File: src/rtl/mips_pkg.sv
// mips_pkg: MIPS opcode/funct encodings, ALU codes, decoder control bundle and the NOP instruction
package mips_pkg;
  localparam logic [5:0] OP_RTYPE = 6'h00;
  localparam logic [5:0] OP_J     = 6'h02;
  localparam logic [5:0] OP_JAL   = 6'h03;
  localparam logic [5:0] OP_BEQ   = 6'h04;
  localparam logic [5:0] OP_BNE   = 6'h05;
  localparam logic [5:0] OP_ADDI  = 6'h08;
  localparam logic [5:0] OP_SLTI  = 6'h0A;
  localparam logic [5:0] OP_ANDI  = 6'h0C;
  localparam logic [5:0] OP_ORI   = 6'h0D;
  localparam logic [5:0] OP_XORI  = 6'h0E;
  localparam logic [5:0] OP_LUI   = 6'h0F;
  localparam logic [5:0] OP_LW    = 6'h23;
  localparam logic [5:0] OP_SW    = 6'h2B;
  localparam logic [5:0] FN_SLL   = 6'h00;
  localparam logic [5:0] FN_SRL   = 6'h02;
  localparam logic [5:0] FN_SRA   = 6'h03;
  localparam logic [5:0] FN_SLLV  = 6'h04;
  localparam logic [5:0] FN_SRLV  = 6'h06;
  localparam logic [5:0] FN_SRAV  = 6'h07;
  localparam logic [5:0] FN_JR    = 6'h08;
  localparam logic [5:0] FN_JALR  = 6'h09;
  localparam logic [5:0] FN_ADDU  = 6'h21;
  localparam logic [5:0] FN_SUBU  = 6'h23;
  localparam logic [5:0] FN_AND   = 6'h24;
  localparam logic [5:0] FN_OR    = 6'h25;
  localparam logic [5:0] FN_XOR   = 6'h26;
  localparam logic [5:0] FN_NOR   = 6'h27;
  localparam logic [5:0] FN_SLT   = 6'h2A;
  localparam logic [3:0] ALU_ADD  = 4'd0;
  localparam logic [3:0] ALU_SUB  = 4'd1;
  localparam logic [3:0] ALU_AND  = 4'd2;
  localparam logic [3:0] ALU_OR   = 4'd3;
  localparam logic [3:0] ALU_XOR  = 4'd4;
  localparam logic [3:0] ALU_NOR  = 4'd5;
  localparam logic [3:0] ALU_SLT  = 4'd6;
  localparam logic [3:0] ALU_SLL  = 4'd7;
  localparam logic [3:0] ALU_SRL  = 4'd8;
  localparam logic [3:0] ALU_SRA  = 4'd9;
  localparam logic [3:0] ALU_SLLV = 4'd10;
  localparam logic [3:0] ALU_SRLV = 4'd11;
  localparam logic [3:0] ALU_SRAV = 4'd12;
  localparam logic [31:0] NOP = 32'h0000_0000;
  typedef enum logic [1:0] {IMM_SIGN, IMM_ZERO, IMM_LUI, IMM_JUMP} imm_kind_e;
  typedef enum logic [1:0] {DST_RD, DST_RT, DST_RA} dst_kind_e;
  typedef struct packed {
    logic [3:0] alu_op;
    logic       alu_src;
    logic       reg_write;
    logic       mem_read;
    logic       mem_write;
    logic       mem_to_reg;
    logic       jump_reg;
    logic       uses_rt;
    imm_kind_e  imm;
    dst_kind_e  dst;
  } ctrl_t;
endpackage

File: src/rtl/control_decoder.sv
// control_decoder: combinational opcode/funct -> control bundle (alu op, ctrl bits, imm/dest kind) plus illegal flag
module control_decoder import mips_pkg::*; (
  input  logic [5:0] i_opcode,
  input  logic [5:0] i_funct,
  output ctrl_t      o_ctrl,
  output logic       o_illegal
);
  always_comb begin
    o_ctrl = '0;
    o_ctrl.alu_op = ALU_ADD;
    o_ctrl.imm = IMM_SIGN;
    o_ctrl.dst = DST_RD;
    o_illegal = 1'b0;
    case (i_opcode)
      OP_RTYPE: begin
        o_ctrl.uses_rt = 1'b1;
        o_ctrl.reg_write = 1'b1;
        case (i_funct)
          FN_SLL:  o_ctrl.alu_op = ALU_SLL;
          FN_SRL:  o_ctrl.alu_op = ALU_SRL;
          FN_SRA:  o_ctrl.alu_op = ALU_SRA;
          FN_SLLV: o_ctrl.alu_op = ALU_SLLV;
          FN_SRLV: o_ctrl.alu_op = ALU_SRLV;
          FN_SRAV: o_ctrl.alu_op = ALU_SRAV;
          FN_JR:   begin o_ctrl.jump_reg = 1'b1; o_ctrl.reg_write = 1'b0; end
          FN_JALR: o_ctrl.jump_reg = 1'b1;
          FN_ADDU: o_ctrl.alu_op = ALU_ADD;
          FN_SUBU: o_ctrl.alu_op = ALU_SUB;
          FN_AND:  o_ctrl.alu_op = ALU_AND;
          FN_OR:   o_ctrl.alu_op = ALU_OR;
          FN_XOR:  o_ctrl.alu_op = ALU_XOR;
          FN_NOR:  o_ctrl.alu_op = ALU_NOR;
          FN_SLT:  o_ctrl.alu_op = ALU_SLT;
          default: o_illegal = 1'b1;
        endcase
      end
      OP_ADDI: begin o_ctrl.alu_src = 1'b1; o_ctrl.reg_write = 1'b1; o_ctrl.dst = DST_RT; end
      OP_SLTI: begin o_ctrl.alu_src = 1'b1; o_ctrl.reg_write = 1'b1; o_ctrl.dst = DST_RT; o_ctrl.alu_op = ALU_SLT; end
      OP_ANDI: begin o_ctrl.alu_src = 1'b1; o_ctrl.reg_write = 1'b1; o_ctrl.dst = DST_RT; o_ctrl.alu_op = ALU_AND; o_ctrl.imm = IMM_ZERO; end
      OP_ORI:  begin o_ctrl.alu_src = 1'b1; o_ctrl.reg_write = 1'b1; o_ctrl.dst = DST_RT; o_ctrl.alu_op = ALU_OR; o_ctrl.imm = IMM_ZERO; end
      OP_XORI: begin o_ctrl.alu_src = 1'b1; o_ctrl.reg_write = 1'b1; o_ctrl.dst = DST_RT; o_ctrl.alu_op = ALU_XOR; o_ctrl.imm = IMM_ZERO; end
      OP_LUI:  begin o_ctrl.alu_src = 1'b1; o_ctrl.reg_write = 1'b1; o_ctrl.dst = DST_RT; o_ctrl.imm = IMM_LUI; end
      OP_LW:   begin o_ctrl.alu_src = 1'b1; o_ctrl.reg_write = 1'b1; o_ctrl.dst = DST_RT; o_ctrl.mem_read = 1'b1; o_ctrl.mem_to_reg = 1'b1; end
      OP_SW:   begin o_ctrl.alu_src = 1'b1; o_ctrl.mem_write = 1'b1; o_ctrl.uses_rt = 1'b1; o_ctrl.dst = DST_RT; end
      OP_BEQ, OP_BNE: begin o_ctrl.uses_rt = 1'b1; o_ctrl.alu_op = ALU_SUB; o_ctrl.dst = DST_RT; end
      OP_J:    o_ctrl.imm = IMM_JUMP;
      OP_JAL:  begin o_ctrl.imm = IMM_JUMP; o_ctrl.reg_write = 1'b1; o_ctrl.dst = DST_RA; end
      default: o_illegal = 1'b1;
    endcase
  end
endmodule

File: src/rtl/decode_stage.sv
// decode_stage: MIPS ID stage -- regfile addressing, WB bypass, decode, imm extend, load-use stall, ID/EX register
module decode_stage import mips_pkg::*; #(
  parameter int NB_DATA  = 32,
  parameter int NB_REG   = 5,
  parameter int NB_ALUOP = 4
) (
  input  logic                clk,
  input  logic                i_rst_n,
  input  logic                i_valid,
  input  logic [31:0]         i_instruction,
  input  logic [NB_DATA-1:0]  i_pc4,
  input  logic                i_flush,
  output logic [NB_REG-1:0]   o_addres_rs,
  output logic [NB_REG-1:0]   o_addres_rt,
  input  logic [NB_DATA-1:0]  i_data_rs,
  input  logic [NB_DATA-1:0]  i_data_rt,
  input  logic                i_wb_wenable,
  input  logic [NB_REG-1:0]   i_wb_addr,
  input  logic [NB_DATA-1:0]  i_wb_data,
  output logic                o_stall,
  output logic                o_valid,
  output logic [NB_DATA-1:0]  o_pc4,
  output logic [NB_DATA-1:0]  o_data_rs,
  output logic [NB_DATA-1:0]  o_data_rt,
  output logic [NB_DATA-1:0]  o_imm,
  output logic [NB_REG-1:0]   o_rs,
  output logic [NB_REG-1:0]   o_rt,
  output logic [NB_REG-1:0]   o_dest,
  output logic [NB_REG-1:0]   o_shamt,
  output logic [NB_ALUOP-1:0] o_alu_op,
  output logic                o_alu_src,
  output logic                o_reg_write,
  output logic                o_mem_read,
  output logic                o_mem_write,
  output logic                o_mem_to_reg,
  output logic                o_jump_reg
);
  typedef struct packed {
    logic                valid;
    logic [NB_DATA-1:0]  pc4;
    logic [NB_DATA-1:0]  data_rs;
    logic [NB_DATA-1:0]  data_rt;
    logic [NB_DATA-1:0]  imm;
    logic [NB_REG-1:0]   rs;
    logic [NB_REG-1:0]   rt;
    logic [NB_REG-1:0]   dest;
    logic [NB_REG-1:0]   shamt;
    logic [NB_ALUOP-1:0] alu_op;
    logic                alu_src;
    logic                reg_write;
    logic                mem_read;
    logic                mem_write;
    logic                mem_to_reg;
    logic                jump_reg;
  } id_ex_t;
  ctrl_t ctrl;
  logic illegal, hazard, load;
  logic [NB_REG-1:0] rs, rt, rd, dest;
  logic [NB_DATA-1:0] rs_val, rt_val, imm;
  id_ex_t id_ex_d, id_ex_q;
  control_decoder u_dec (
    .i_opcode  (i_instruction[31:26]),
    .i_funct   (i_instruction[5:0]),
    .o_ctrl    (ctrl),
    .o_illegal (illegal)
  );
  assign rs = i_instruction[25:21];
  assign rt = i_instruction[20:16];
  assign rd = i_instruction[15:11];
  assign o_addres_rs = rs;
  assign o_addres_rt = rt;
  // $0 is hardwired; otherwise a same-cycle WB write overrides the stale regfile value
  assign rs_val = (rs == '0) ? '0 : (i_wb_wenable && i_wb_addr == rs) ? i_wb_data : i_data_rs;
  assign rt_val = (rt == '0) ? '0 : (i_wb_wenable && i_wb_addr == rt) ? i_wb_data : i_data_rt;
  assign imm = (ctrl.imm == IMM_ZERO) ? {{(NB_DATA-16){1'b0}}, i_instruction[15:0]} :
               (ctrl.imm == IMM_LUI)  ? {i_instruction[15:0], {(NB_DATA-16){1'b0}}} :
               (ctrl.imm == IMM_JUMP) ? {i_pc4[NB_DATA-1 -: 4], i_instruction[25:0], 2'b00} :
                                        {{(NB_DATA-16){i_instruction[15]}}, i_instruction[15:0]};
  assign dest = (ctrl.dst == DST_RA) ? NB_REG'(31) : (ctrl.dst == DST_RT) ? rt : rd;
  assign hazard = i_valid && o_valid && o_mem_read && o_dest != '0 &&
                  (o_dest == rs || (ctrl.uses_rt && o_dest == rt));
  assign o_stall = hazard && !i_flush;
  assign load = !i_flush && !hazard && i_valid && !illegal;
  always_comb begin
    id_ex_d = '0;
    if (load) begin
      id_ex_d.valid      = 1'b1;
      id_ex_d.pc4        = i_pc4;
      id_ex_d.data_rs    = rs_val;
      id_ex_d.data_rt    = rt_val;
      id_ex_d.imm        = imm;
      id_ex_d.rs         = rs;
      id_ex_d.rt         = rt;
      id_ex_d.dest       = dest;
      id_ex_d.shamt      = i_instruction[10:6];
      id_ex_d.alu_op     = NB_ALUOP'(ctrl.alu_op);
      id_ex_d.alu_src    = ctrl.alu_src;
      id_ex_d.reg_write  = ctrl.reg_write && dest != '0;
      id_ex_d.mem_read   = ctrl.mem_read;
      id_ex_d.mem_write  = ctrl.mem_write;
      id_ex_d.mem_to_reg = ctrl.mem_to_reg;
      id_ex_d.jump_reg   = ctrl.jump_reg;
    end
  end
  always_ff @(posedge clk or negedge i_rst_n)
    if (!i_rst_n) id_ex_q <= '0;
    else id_ex_q <= id_ex_d;
  assign o_valid      = id_ex_q.valid;
  assign o_pc4        = id_ex_q.pc4;
  assign o_data_rs    = id_ex_q.data_rs;
  assign o_data_rt    = id_ex_q.data_rt;
  assign o_imm        = id_ex_q.imm;
  assign o_rs         = id_ex_q.rs;
  assign o_rt         = id_ex_q.rt;
  assign o_dest       = id_ex_q.dest;
  assign o_shamt      = id_ex_q.shamt;
  assign o_alu_op     = id_ex_q.alu_op;
  assign o_alu_src    = id_ex_q.alu_src;
  assign o_reg_write  = id_ex_q.reg_write;
  assign o_mem_read   = id_ex_q.mem_read;
  assign o_mem_write  = id_ex_q.mem_write;
  assign o_mem_to_reg = id_ex_q.mem_to_reg;
  assign o_jump_reg   = id_ex_q.jump_reg;
endmodule

File: config.mk
export PLATFORM = sky130hd
export DESIGN_NAME = decode_stage
export DESIGN_NICKNAME = d
export VERILOG_FILES = /design/src/rtl/mips_pkg.sv /design/src/rtl/control_decoder.sv /design/src/rtl/decode_stage.sv
export SDC_FILE = /design/constraint.sdc
export NUM_CORES = 1
export LEC_CHECK = 0
export CORE_MARGIN = 2
export CORE_UTILIZATION = 38
export DETAILED_ROUTE_END_ITERATION = 8
export GPL_TIMING_DRIVEN = 0
export PLACE_DENSITY_LB_ADDON = 0.25
export SLEW_MARGIN = 30
export SYNTH_ARGS = -nofsm -noshare
export SYNTH_HDL_FRONTEND = slang
export SYNTH_SLANG_ARGS = --single-unit
export TNS_END_PERCENT = 20
File: constraint.sdc
create_clock -name clk -period 4.71 [get_ports clk]
set_input_delay 0.942 -clock clk [delete_from_list [all_inputs] [get_ports clk]]
set_output_delay 0.942 -clock clk [all_outputs]
set_load 0.03 [all_outputs]
==> impl_results.md, run 1 <==
- Status: finished, final reports clean
- Boundary pin count: 340
- Placer's final routability congestion estimate: approximately 0.95
- H-tree depth: 4
- Gate power share: 0.150
- FP Rows: 48
- Layout Nets: around 1.1k
- Static Leak: roughly 0.0047 uW
- Detailed router's first-iteration violation count: 342
- DRT Wirelength: ~24000 um
- Post-Synthesis Net Count: between 700 and 800
- Routed met1 length: about 9000 um
- Root Buffer: clkbuf_16
- Critical setup path kind: in2out
- Yosys cell types: 50
- Setup_tns: 0 ps
- Worst slew margin: 0.4088
- Syn Inst Count: a little under 600
- Max-Cap Viols: 0
- Post-Syn Area per Cell: 11.43 sq um
- Vias in the first global route: 6088
- Fin. max-slew vios: 0
- Int Pwr: 2311 uW
- Pwr/cell area: ~290 nW/um^2
- Worst setup EP type: output pin
- Most common cell on crit path: clkdlybuf4s50_1
- Die Ht: 137.1 um
- Synthesized area: 6733 sq um
- Final hold vios: 0
- First-pass detailed-route iteration total: 5
- Share of cells above drive strength 1: 0.1011
- Initial Util: 0.3893
- Fmax: roughly 230 MHz
- Area grow syn2layout: 63.05%
- Area contributors post-synth: dfrtp_1 (59%), mux2i_1 (9.7%), nor2_1 (5.1%)
- Worst path slowest cell: clkdlybuf4s50_1
- Multiplexer share of the synthesized area: 0.09831
- Post-CTS Setup Inserts: 0
- Residual DRC: 0
- Inserted Clock Buffers: 17
- # clock sinks: 158
- VDD IR-drop max: 0.0002575 V
- Die area: 18800 sq um
- Compound-Gate Fraction of Synth Area: 0.08809
- Adder-Cell Fraction of Synth Area: 0
- Clock latency on the worst-skew pair: 430 ps
- Setup-failing EPs final: 0
- Tcrit/Tclk final: 0.9412
- Clock-pin transition on the worst setup and hold timing paths: roughly 70 ps
- Antenna violations before repair: 2
- Wire length per cell: 20.66 um
- Most frequent cells in the layout: clkdlybuf4s50_1 (336), dfrtp_1 (158), nor2_1 (91)
- Clock power share: 0.409
- WL met3: 1994 um
- Die W: 137.1 um
- Worst endpoint required time: between 3000 and 4000 ps
- Simple-Gate Fraction of Synth Area: 0.1557
- TritonCTS clock tree: done
- Worst slew pin tran: 884.9 ps
- CTS Hold Buffers Added: 0
- Xor/xnor cell area share of the yosys netlist: 0.02602
- Final Non-Filler Cells: 1185
- Buffer levels on the longest clock path: 2
- Register bit total from synthesis: 158
- Vias: 6004
- Core Region: 17300 sq um
- Largest net degree at the start of global routing: 83
- Min Tclk post-route: roughly 4400 ps
- Final core occ: 0.6347
- RR Startpoint: o_dest[3]$_DFF_PN0_
- Grt ovf: 0
- Predominant post-synthesis flop cell: dfrtp_1
- First-pass GRT wire length: approximately 36000 um
- RSZ-0062 raised after global routing: false
- Commonest non-fill, non-tap cell in the layout: clkdlybuf4s50_1
- Overall power: 3145 uW
- Switch share: 0.2651
- CP peak stage delay: 690 ps
- EDFF count, synth: 0
- Total GRT Usage: 0.2589
- Highest metal used: met5
- Port bufs: 337
- Critical path origin: i_instruction[22]
- Routed Antenna Nets: 0
- Placed cells: about 1.2k
- Net Sw Power: 833.7 uW
- Met2 WL post-DR: between 10000 and 15000 um
- Synth top area share: 0.5873
- Ys async rst share: 1.000
- Critical Path Start Type: primary input
- WP data arrival: around 3500 ps
- Hold Crit Class: in2async
- Warnings from Yosys: 0
- Share of power burned in registers: 0.441
- HPWL after DPL: 18680 um
- Worst-path cell chain: clkdlybuf4s50_1 -> xnor2_1 -> nand3_1 -> nor4_1 -> a21oi_1 -> nor2_1 -> clkdlybuf4s50_1
- Sequential area share after synthesis: 0.5873
- Area leader, netlist: dfrtp_1
- Worst-path fanout max: 6
- CTS-repair resized insts: 0
- Clock skew: 10.01 ps
- Main combinational cell family by area after synthesis: simple AND/OR/NAND/NOR gates
- Vias per cell: 5.067
power groups by stage:
stage               Sequential [uW]  Clock [uW]  Combinational, uW
floorplan                      1460           0                134
global placement               1410           0                462
detailed placement             1410           0                471
CTS                            1390        1300                473
global route                   1390        1370                505
finish                         1390        1290                472
layout make-up:
cell class,count,area [sq um]
antenna,1,2.502
buffer,55,285.3
clock buffer,19,442.9
clock inverter,13,105.1
fill,1410,6319
inverter,4,15.01
multi-input combinational,372,2486
sequential,158,3954
tap,225,281.5
timing repair buffer,338,3406
layer usage:
metal | track usage | vias up
met2 | 0.4563 | 276
met3 | 0.07222 | 58
met4 | 0.1077 | 2
li1 | - | 2777
met1 | 0.2939 | 2891
met5 | 0 | -
critical path, delay by kind of cell:
| family | cells | cell delay [ps] |
|---|---|---|
| xor gates and xnor gates | 1 | 160 |
| buffers and inverters | 2 | 1380 |
| AOI/OAI and AO/OA | 1 | 160 |
| and+or+nand+nor | 3 | 850 |
synth_stat cells, drive strengths merged, types with 2 or more instances:
cell    instances
a31oi           2
a21oi          23
nor3            7
and3           54
nand4           6
o32ai           2
nor2           92
nand2          11
nor4            7
xnor2           9
o21ai           5
o21a            3
buf            24
dfrtp         158
o22ai           5
nand3           7
nor2b           3
mux2i          65
or2             3
nand2b          5
a21o            4
or3             2
clkbuf         31
inv             4
or4             3
a211oi          2
xor2           11
a22oi          21
a32o            6
through the flow:
stage	instance area (sq um)	hold WS (ps)	worst slack (ps)
detailed placement	10430	959.1	295.7
global placement	10390	1268	-3777
floorplan	6733	646.4	1479
CTS	10980	494.2	289.7
global route	10980	512.7	113.7
finish	10980	472.7	277.0
worst paths after layout:
| kind | to | slack [ps] | cells past startpoint |
|---|---|---|---|
| max | o_stall | 280 | 7 |
| min | o_data_rt[20]$_DFF_PN0_ | 470 | 1 |
| max reg2reg | o_pc4[12]$_DFF_PN0_ | 1720 | 7 |
| min reg2reg | o_imm[21]$_DFF_PN0_ | 1300 | 5 |
| max in group asynchronous | o_data_rt[8]$_DFF_PN0_ | 3420 | 2 |
| min in group clk | o_mem_read$_DFF_PN0_ | 850 | 2 |
cells by family after synthesis:
family | count (synthesis)
buffers and inverters | 59
AO/OA/AOI/OAI | 83
flip-flops | 158
multiplexers | 66
XOR/XNOR | 20
AND/OR/NAND/NOR | 203
Power figures use the tool's default switching activity.
==> inputs of run 2 (changes only) <==
ABC_AREA = 1   (was default)
CORE_ASPECT_RATIO = 2   (was default)
GPL_TIMING_DRIVEN = default   (was 0)
==> impl_results.md, run 2 <==
- Warnings from Yosys: 0 (unchanged)
- Post-Syn Area per Cell: 8.688 sq um (was 11.43 sq um)
- Worst path slowest cell: clkdlybuf4s50_1 (unchanged)
- Core Region: 18830 sq um (was 17300 sq um)
- Clock power share: 0.412 (was 0.409)
- Filler Cells Inserted: 1671 (was 1410)
- Layout Nets: 1324 (was 1116)
- Buffer levels on the longest clock path: 2 (unchanged)
- CP top delay family: buffers and inverters (unchanged)
- Placed cells: 1390 (was 1152)
- Yosys cell types: 30 (was 50)
- TritonCTS clock tree: done (unchanged)
- Final Non-Filler Cells: 1422 (was 1185)
- Critical Path Start Type: primary input (unchanged)
- First-pass GRT wire length: 37430 um (was 35890 um)
- Fmax: 250.5 MHz (was 225.6 MHz)
- Worst setup EP type: output pin (unchanged)
- Post-Synthesis Net Count: 1008 (was 759)
- Setup_tns: 0 ps (unchanged)
- Vias: 6921 (was 6004)
- CTS-repair resized insts: 0 (unchanged)
- Antenna violations before repair: 0 (was 2)
- Int Pwr: 2309 uW (was 2311 uW)
- Wire length per cell: 17.38 um (was 20.66 um)
- Area leader, netlist: dfrtp_1 (unchanged)
- Setup ws final: 717.7 ps (was 277.0 ps)
- Status: finished, final reports clean (unchanged)
- Clock latency on the worst-skew pair: 430 ps (about the same)
- Predominant post-synthesis flop cell: dfrtp_1 (unchanged)
- Ys async rst share: 1.000 (unchanged)
- Hold Crit Class: in2async (unchanged)
- Synth top area share: 0.5430 (was 0.5873)
- Critical setup path kind: in2out (unchanged)
- H-tree depth: 4 (unchanged)
- Worst-path cell chain: clkdlybuf4s50_1 -> inv_2 -> nor2_1 -> nand3_1 -> nand3_1 -> nand3_1 -> nand2_1 -> nand2_1 -> nor2_1 -> clkdlybuf4s50_1 (was clkdlybuf4s50_1 -> xnor2_1 -> nand3_1 -> nor4_1 -> a21oi_1 -> nor2_1 -> clkdlybuf4s50_1)
- Vias per cell: 4.867 (was 5.067)
- Synth cell count leaders: nor2_1 (184), dfrtp_1 (158), inv_1 (109), nand2_1 (87), o211ai_1 (66) (was dfrtp_1 (158), nor2_1 (91), mux2i_1 (65), clkbuf_1 (29))
- EDFF count, synth: 0 (unchanged)
- Die Ht: 199.8 um (was 137.1 um)
- Root Buffer: clkbuf_16 (unchanged)
- CTS Hold Buffers Added: 0 (unchanged)
- VDD IR-drop max: 0.0002209 V (was 0.0002575 V)
- Switch share: 0.2769 (was 0.2651)
- Grt ovf: 0 (unchanged)
- Final hold vios: 0 (unchanged)
- Syn Inst Count: 838 (was 589)
- Share of power burned in registers: 0.435 (was 0.441)
- Static Leak: 0.005466 uW (was 0.004749 uW)
- Worst slew margin: 0.6170 (was 0.4088)
- Min Tclk post-route: 3992 ps (was 4433 ps)
- Placer's final routability congestion estimate: 0.9019 (was 0.9527)
- Most common cell on crit path: nand3_1 (was clkdlybuf4s50_1)
- Synthesized area: 7281 sq um (was 6733 sq um)
- FP Rows: 71 (was 48)
- DRT Wirelength: 24710 um (was 24480 um)
- Most common cell in the synthesized netlist: nor2_1 (was dfrtp_1)
- Area contributors post-synth: dfrtp_1 (54%), nor2_1 (9.5%), o211ai_1 (6.8%) (was dfrtp_1 (59%), mux2i_1 (9.7%), nor2_1 (5.1%))
- Pwr/cell area: 281.8 nW/um^2 (was 286.5 nW/um^2)
- Most frequent cells in the layout: clkdlybuf4s50_1 (338), nor2_1 (184), dfrtp_1 (158) (was clkdlybuf4s50_1 (336), dfrtp_1 (158), nor2_1 (91))
- Total GRT Usage: 0.2438 (was 0.2589)
- Net Sw Power: 884.1 uW (was 833.7 uW)
- HPWL after DPL: 18730 um (was 18680 um)
- RSZ-0062 raised after global routing: false (unchanged)
- Share of cells above drive strength 1: 0.08569 (was 0.1011)
- Max-Cap Viols: 0 (unchanged)
- Buf/Inv on CP: 3 (was 2)
- Fin. max-slew vios: 0 (unchanged)
- Worst slew pin tran: 574.4 ps (was 884.9 ps)
- Gate power share: 0.153 (was 0.150)
- Largest net degree at the start of global routing: 104 (was 83)
- Detailed router's first-iteration violation count: 257 (was 342)
- Setup-failing EPs final: 0 (unchanged)
- Inserted Clock Buffers: 17 (unchanged)
- Clock skew: 16.13 ps (was 10.01 ps)
- Residual DRC: 0 (unchanged)
- Boundary pin count: 340 (unchanged)
- WP data arrival: 3050 ps (was 3490 ps)
- Routed Antenna Nets: 0 (unchanged)
- Die area: 20350 sq um (was 18800 sq um)
- Port bufs: 339 (was 337)
- Hold WS: 460.8 ps (was 472.7 ps)
- Vias in the first global route: 7048 (was 6088)
- Worst-path fanout max: 5 (was 6)
- First-pass detailed-route iteration total: 5 (unchanged)
- Area grow syn2layout: 55.61% (was 63.05%)
- Initial Util: 0.3866 (was 0.3893)
- ANT cells: 0 (was 1)
- Sequential area share after synthesis: 0.5430 (was 0.5873)
- Clock-pin transition on the worst setup and hold timing paths: 70 ps (about the same)
- DP Worst Slack: 724.9 ps (was 295.7 ps)
- Register bit total from synthesis: 158 (unchanged)
- Worst endpoint required time: 3770 ps (about the same)
- Commonest non-fill, non-tap cell in the layout: clkdlybuf4s50_1 (unchanged)
- CP peak stage delay: 670 ps (was 690 ps)
- Die W: 101.9 um (was 137.1 um)
- Post-CTS Setup Inserts: 0 (unchanged)
- # clock sinks: 158 (unchanged)
- Tcrit/Tclk final: 0.8476 (was 0.9412)
- Final core occ: 0.6016 (was 0.6347)
-- run 2: cell types whose count changed after synthesis, sizes merged, moves of 54 or more --
cell	before	now
inv	4	117
nor2	92	192
nand2	11	88
mux2i	65	0
o211ai	1	66
and3	54	0
-- run 2: power groups by stage --
stage,clock network (uW),registers [uW],logic (uW)
final,1320,1390,488
after global routing,1400,1390,532
after CTS,1350,1390,492
after detailed placement,0,1410,491
after global placement,0,1410,487
after floorplan,0,1460,162
-- run 2: cells by family (layout without fill, tap and decap cells) --
kind of cell,after synthesis,after routing,synth area share
xor gates and xnor gates,3,3,0.003610
buffers and inverters,171,500,0.1098
DFF,158,158,0.5430
AOI/OAI and AO/OA,132,132,0.1174
and+or+nand+nor,374,374,0.2262
-- run 2: layout make-up --
| class | instances | area [sq um] | share of cell area |
|---|---|---|---|
| Inverter | 118 | 442.9 | 0.03909 |
| Sequential cell | 158 | 3954 | 0.3490 |
| Multi-Input combinational cell | 509 | 2545 | 0.2246 |
| Tap cell | 255 | 319.1 | 0.02816 |
| Clock buffer | 18 | 429.2 | 0.03788 |
| Timing Repair Buffer | 350 | 3515 | 0.3102 |
| Clock inverter | 14 | 125.1 | 0.01104 |
-- run 2: metrics by stage --
stage | power, uW | area, sq um
detailed placement | 1906 | 10770
CTS | 3236 | 11320
floorplan | 1626 | 7281
global route | 3322 | 11330
finish | 3193 | 11330
global placement | 1901 | 10770
-- run 2: metal layers --
layer / part of all wire / vias to the layer above / GRT usage / wire (um)
li1: - / 3298 / - / -
met1: 0.32 / 3259 / 0.2354 / 8016
met2: 0.57 / 304 / 0.4720 / 14180
met3: 0.062 / 60 / 0.04979 / 1543
met4: 0.039 / 0 / 0.1220 / 975
met5: 0 / - / 0 / 0
-- run 2: final timing paths --
| check | from | to | slack (ps) | cells past startpoint |
|---|---|---|---|---|
| max in group asynchronous | i_rst_n | o_data_rt[4]$_DFF_PN0_ | 3300 | 2 |
| worst min-delay path | i_rst_n | o_alu_op[1]$_DFF_PN0_ | 460 | 1 |
| worst max-delay path | i_instruction[29] | o_stall | 720 | 10 |
| worst max register to register | o_dest[0]$_DFF_PN0_ | o_data_rs[7]$_DFF_PN0_ | 2670 | 9 |
| worst min register to register | o_valid$_DFF_PN0_ | o_reg_write$_DFF_PN0_ | 820 | 5 |
| min in group clk | o_valid$_DFF_PN0_ | o_reg_write$_DFF_PN0_ | 820 | 5 |
==> inputs of run 3 (changes only) <==
clock period = 3.9 ns   (was 4.71 ns; I/O delays follow)
==> impl_results.md, run 3 (same netlist as run 2, synthesis figures left out) <==
- Status: finished, final reports clean (unchanged)
- Die Ht: 199.8 um (unchanged)
- Initial Util: 0.3866 (unchanged)
- CTS Hold Buffers Added: 0 (unchanged)
- Critical Path Start Type: primary input (unchanged)
- Critical setup path kind: in2out (unchanged)
- Inserted Clock Buffers: 17 (unchanged)
- RR Startpoint: o_dest[0]$_DFF_PN0_ (unchanged)
- Worst slew margin: 0.4950 (was 0.6170)
- First-pass detailed-route iteration total: 5 (unchanged)
- Die W: 101.9 um (unchanged)
- Max-Cap Viols: 0 (unchanged)
- Overall power: 3912 uW (was 3193 uW)
- Total GRT Usage: 0.2454 (was 0.2438)
- Layout Nets: 1330 (was 1324)
- DRT Wirelength: 24770 um (was 24710 um)
- Filler Cells Inserted: 1686 (was 1671)
- Worst slew pin tran: 757.5 ps (was 574.4 ps)
- ANT cells: 0 (unchanged)
- WP data arrival: 2860 ps (was 3050 ps)
- Grt ovf: 0 (unchanged)
- Static Leak: 0.005486 uW (was 0.005466 uW)
- Worst R2R End: o_data_rs[12]$_DFF_PN0_ (was o_data_rs[7]$_DFF_PN0_)
- Buffer levels on the longest clock path: 2 (unchanged)
- FP Rows: 71 (unchanged)
- Routed Antenna Nets: 0 (unchanged)
- Min Tclk post-route: about 3600 ps
- Boundary pin count: 340 (unchanged)
- Worst setup EP type: output pin (unchanged)
- Tcrit/Tclk final: 0.9329
- Setup ws final: 261.9 ps (was 717.7 ps)
- First-pass GRT wire length: 37440 um (was 37430 um)
- VDD IR-drop max: 0.0003105 V (was 0.0002209 V)
- Detailed router's first-iteration violation count: 288 (was 257)
- Die area: 20350 sq um (unchanged)
- Vias in the first global route: 7034 (was 7048)
- Clock-pin transition on the worst setup and hold timing paths: 60 ps (was 70 ps)
- DP Worst Slack: 256.3 ps (was 724.9 ps)
- Core Region: 18830 sq um (unchanged)
- Wire length per cell: 17.34 um (was 17.38 um)
- Final core occ: 0.6040 (was 0.6016)
- Largest net degree at the start of global routing: 95 (was 104)
- Worst reg2reg setup slack: 1720 ps (was 2670 ps)
- Post-CTS Setup Inserts: 0 (unchanged)
- # clock sinks: 158 (unchanged)
- Most frequent cells in the layout: clkdlybuf4s50_1 (338), nor2_1 (184), dfrtp_1 (158) (unchanged)
- Worst endpoint required time: 3120 ps (was 3770 ps)
- Area grow syn2layout: 56.23% (was 55.61%)
- Final hold vios: 0 (unchanged)
- Placer's final routability congestion estimate: 0.8983 (was 0.9019)
- Clock latency on the worst-skew pair: 440 ps (was 430 ps)
- Worst-path fanout max: 5 (unchanged)
- H-tree depth: 4 (unchanged)
- FF-to-FF path depth: 10 (was 9)
- Vias: 6954 (was 6921)
- HPWL after DPL: 18790 um (was 18730 um)
- Residual DRC: 0 (unchanged)
- Share of cells above drive strength 1: 0.09207 (was 0.08569)
- RSZ-0062 raised after global routing: false (unchanged)
- Setup-failing EPs final: 0 (unchanged)
- Hold Crit Class: in2async (unchanged)
- Fmax: 274.9 MHz
- Placed cells: 1396 (was 1390)
- Setup_tns: 0 ps (unchanged)
- Pwr/cell area: 343.9 nW/um^2 (was 281.8 nW/um^2)
- Vias per cell: 4.870 (was 4.867)
- Antenna violations before repair: 0 (unchanged)
- Fin. max-slew vios: 0 (unchanged)
- Commonest non-fill, non-tap cell in the layout: clkdlybuf4s50_1 (unchanged)
- Clock skew: 8.289 ps (was 16.13 ps)
- CTS-repair resized insts: 0 (unchanged)
- Final Non-Filler Cells: 1428 (was 1422)
- TritonCTS clock tree: done (unchanged)
- Port bufs: 339 (unchanged)
- Root Buffer: clkbuf_16 (unchanged)
## run 3: cell types whose count changed in the layout (fill, tap and decap cells not counted), moves of 2 or more
cell and delta:
buf_4 +7, buf_12 -2, clkbuf_8 +2, clkinvlp_4 +2
inv_6 -2, inv_8 -2
## run 3: routing by layer
layer  routed length, um  global-route usage
met3                1676             0.06128
met1                7960              0.2355
met5                   0                   0
met4                1298              0.1402
met2               13830              0.4603
## run 3: how the worst max path moves through the flow
| stage | from | endpoint | cells after the start |
|---|---|---|---|
| finish | i_instruction[29] | o_stall | 10 |
| global route | i_instruction[29] | o_stall | 10 |
| CTS | i_instruction[29] | o_stall | 10 |
| detailed placement | i_instruction[29] | o_stall | 10 |
| global placement | i_instruction[18] | o_stall | 10 |
| floorplan | i_instruction[30] | o_stall | 7 |
## run 3: through the flow
step	hold WS (ps)	area [sq um]
floorplan	484.4	7281
global placement	848.8	10790
detailed placement	852.3	10790
CTS	388.1	11370
global route	423.8	11370
finish	369.3	11370
## run 3: area by class of cell
type,instances,area [sq um],share of cell area
Sequential cell,158,3954,0.3476
Timing Repair Buffer,356,3538,0.3111
Multi-Input combinational cell,509,2537,0.2231
Clock buffer,19,452.9,0.03982
Inverter,118,442.9,0.03894
Tap cell,255,319.1,0.02805
Clock inverter,13,130.1,0.01144
## run 3: critical path, cell delays in order
cell             delay, ps
clkdlybuf4s50_1        550
inv_2                   80
nor2_1                 160
nand3_1                170
nand3_1                120
nand3_1                 70
nand2_1                100
nand2_1                 60
nor2_1                  90
clkdlybuf4s50_1        670
## run 3: power by group
group | internal [uW] | total [uW] | switching (uW)
clock | 924 | 1640 | 717
sequential | 1670 | 1680 | 9.92
combinational | 284 | 594 | 310
total | 2880 | 3910 | 1040
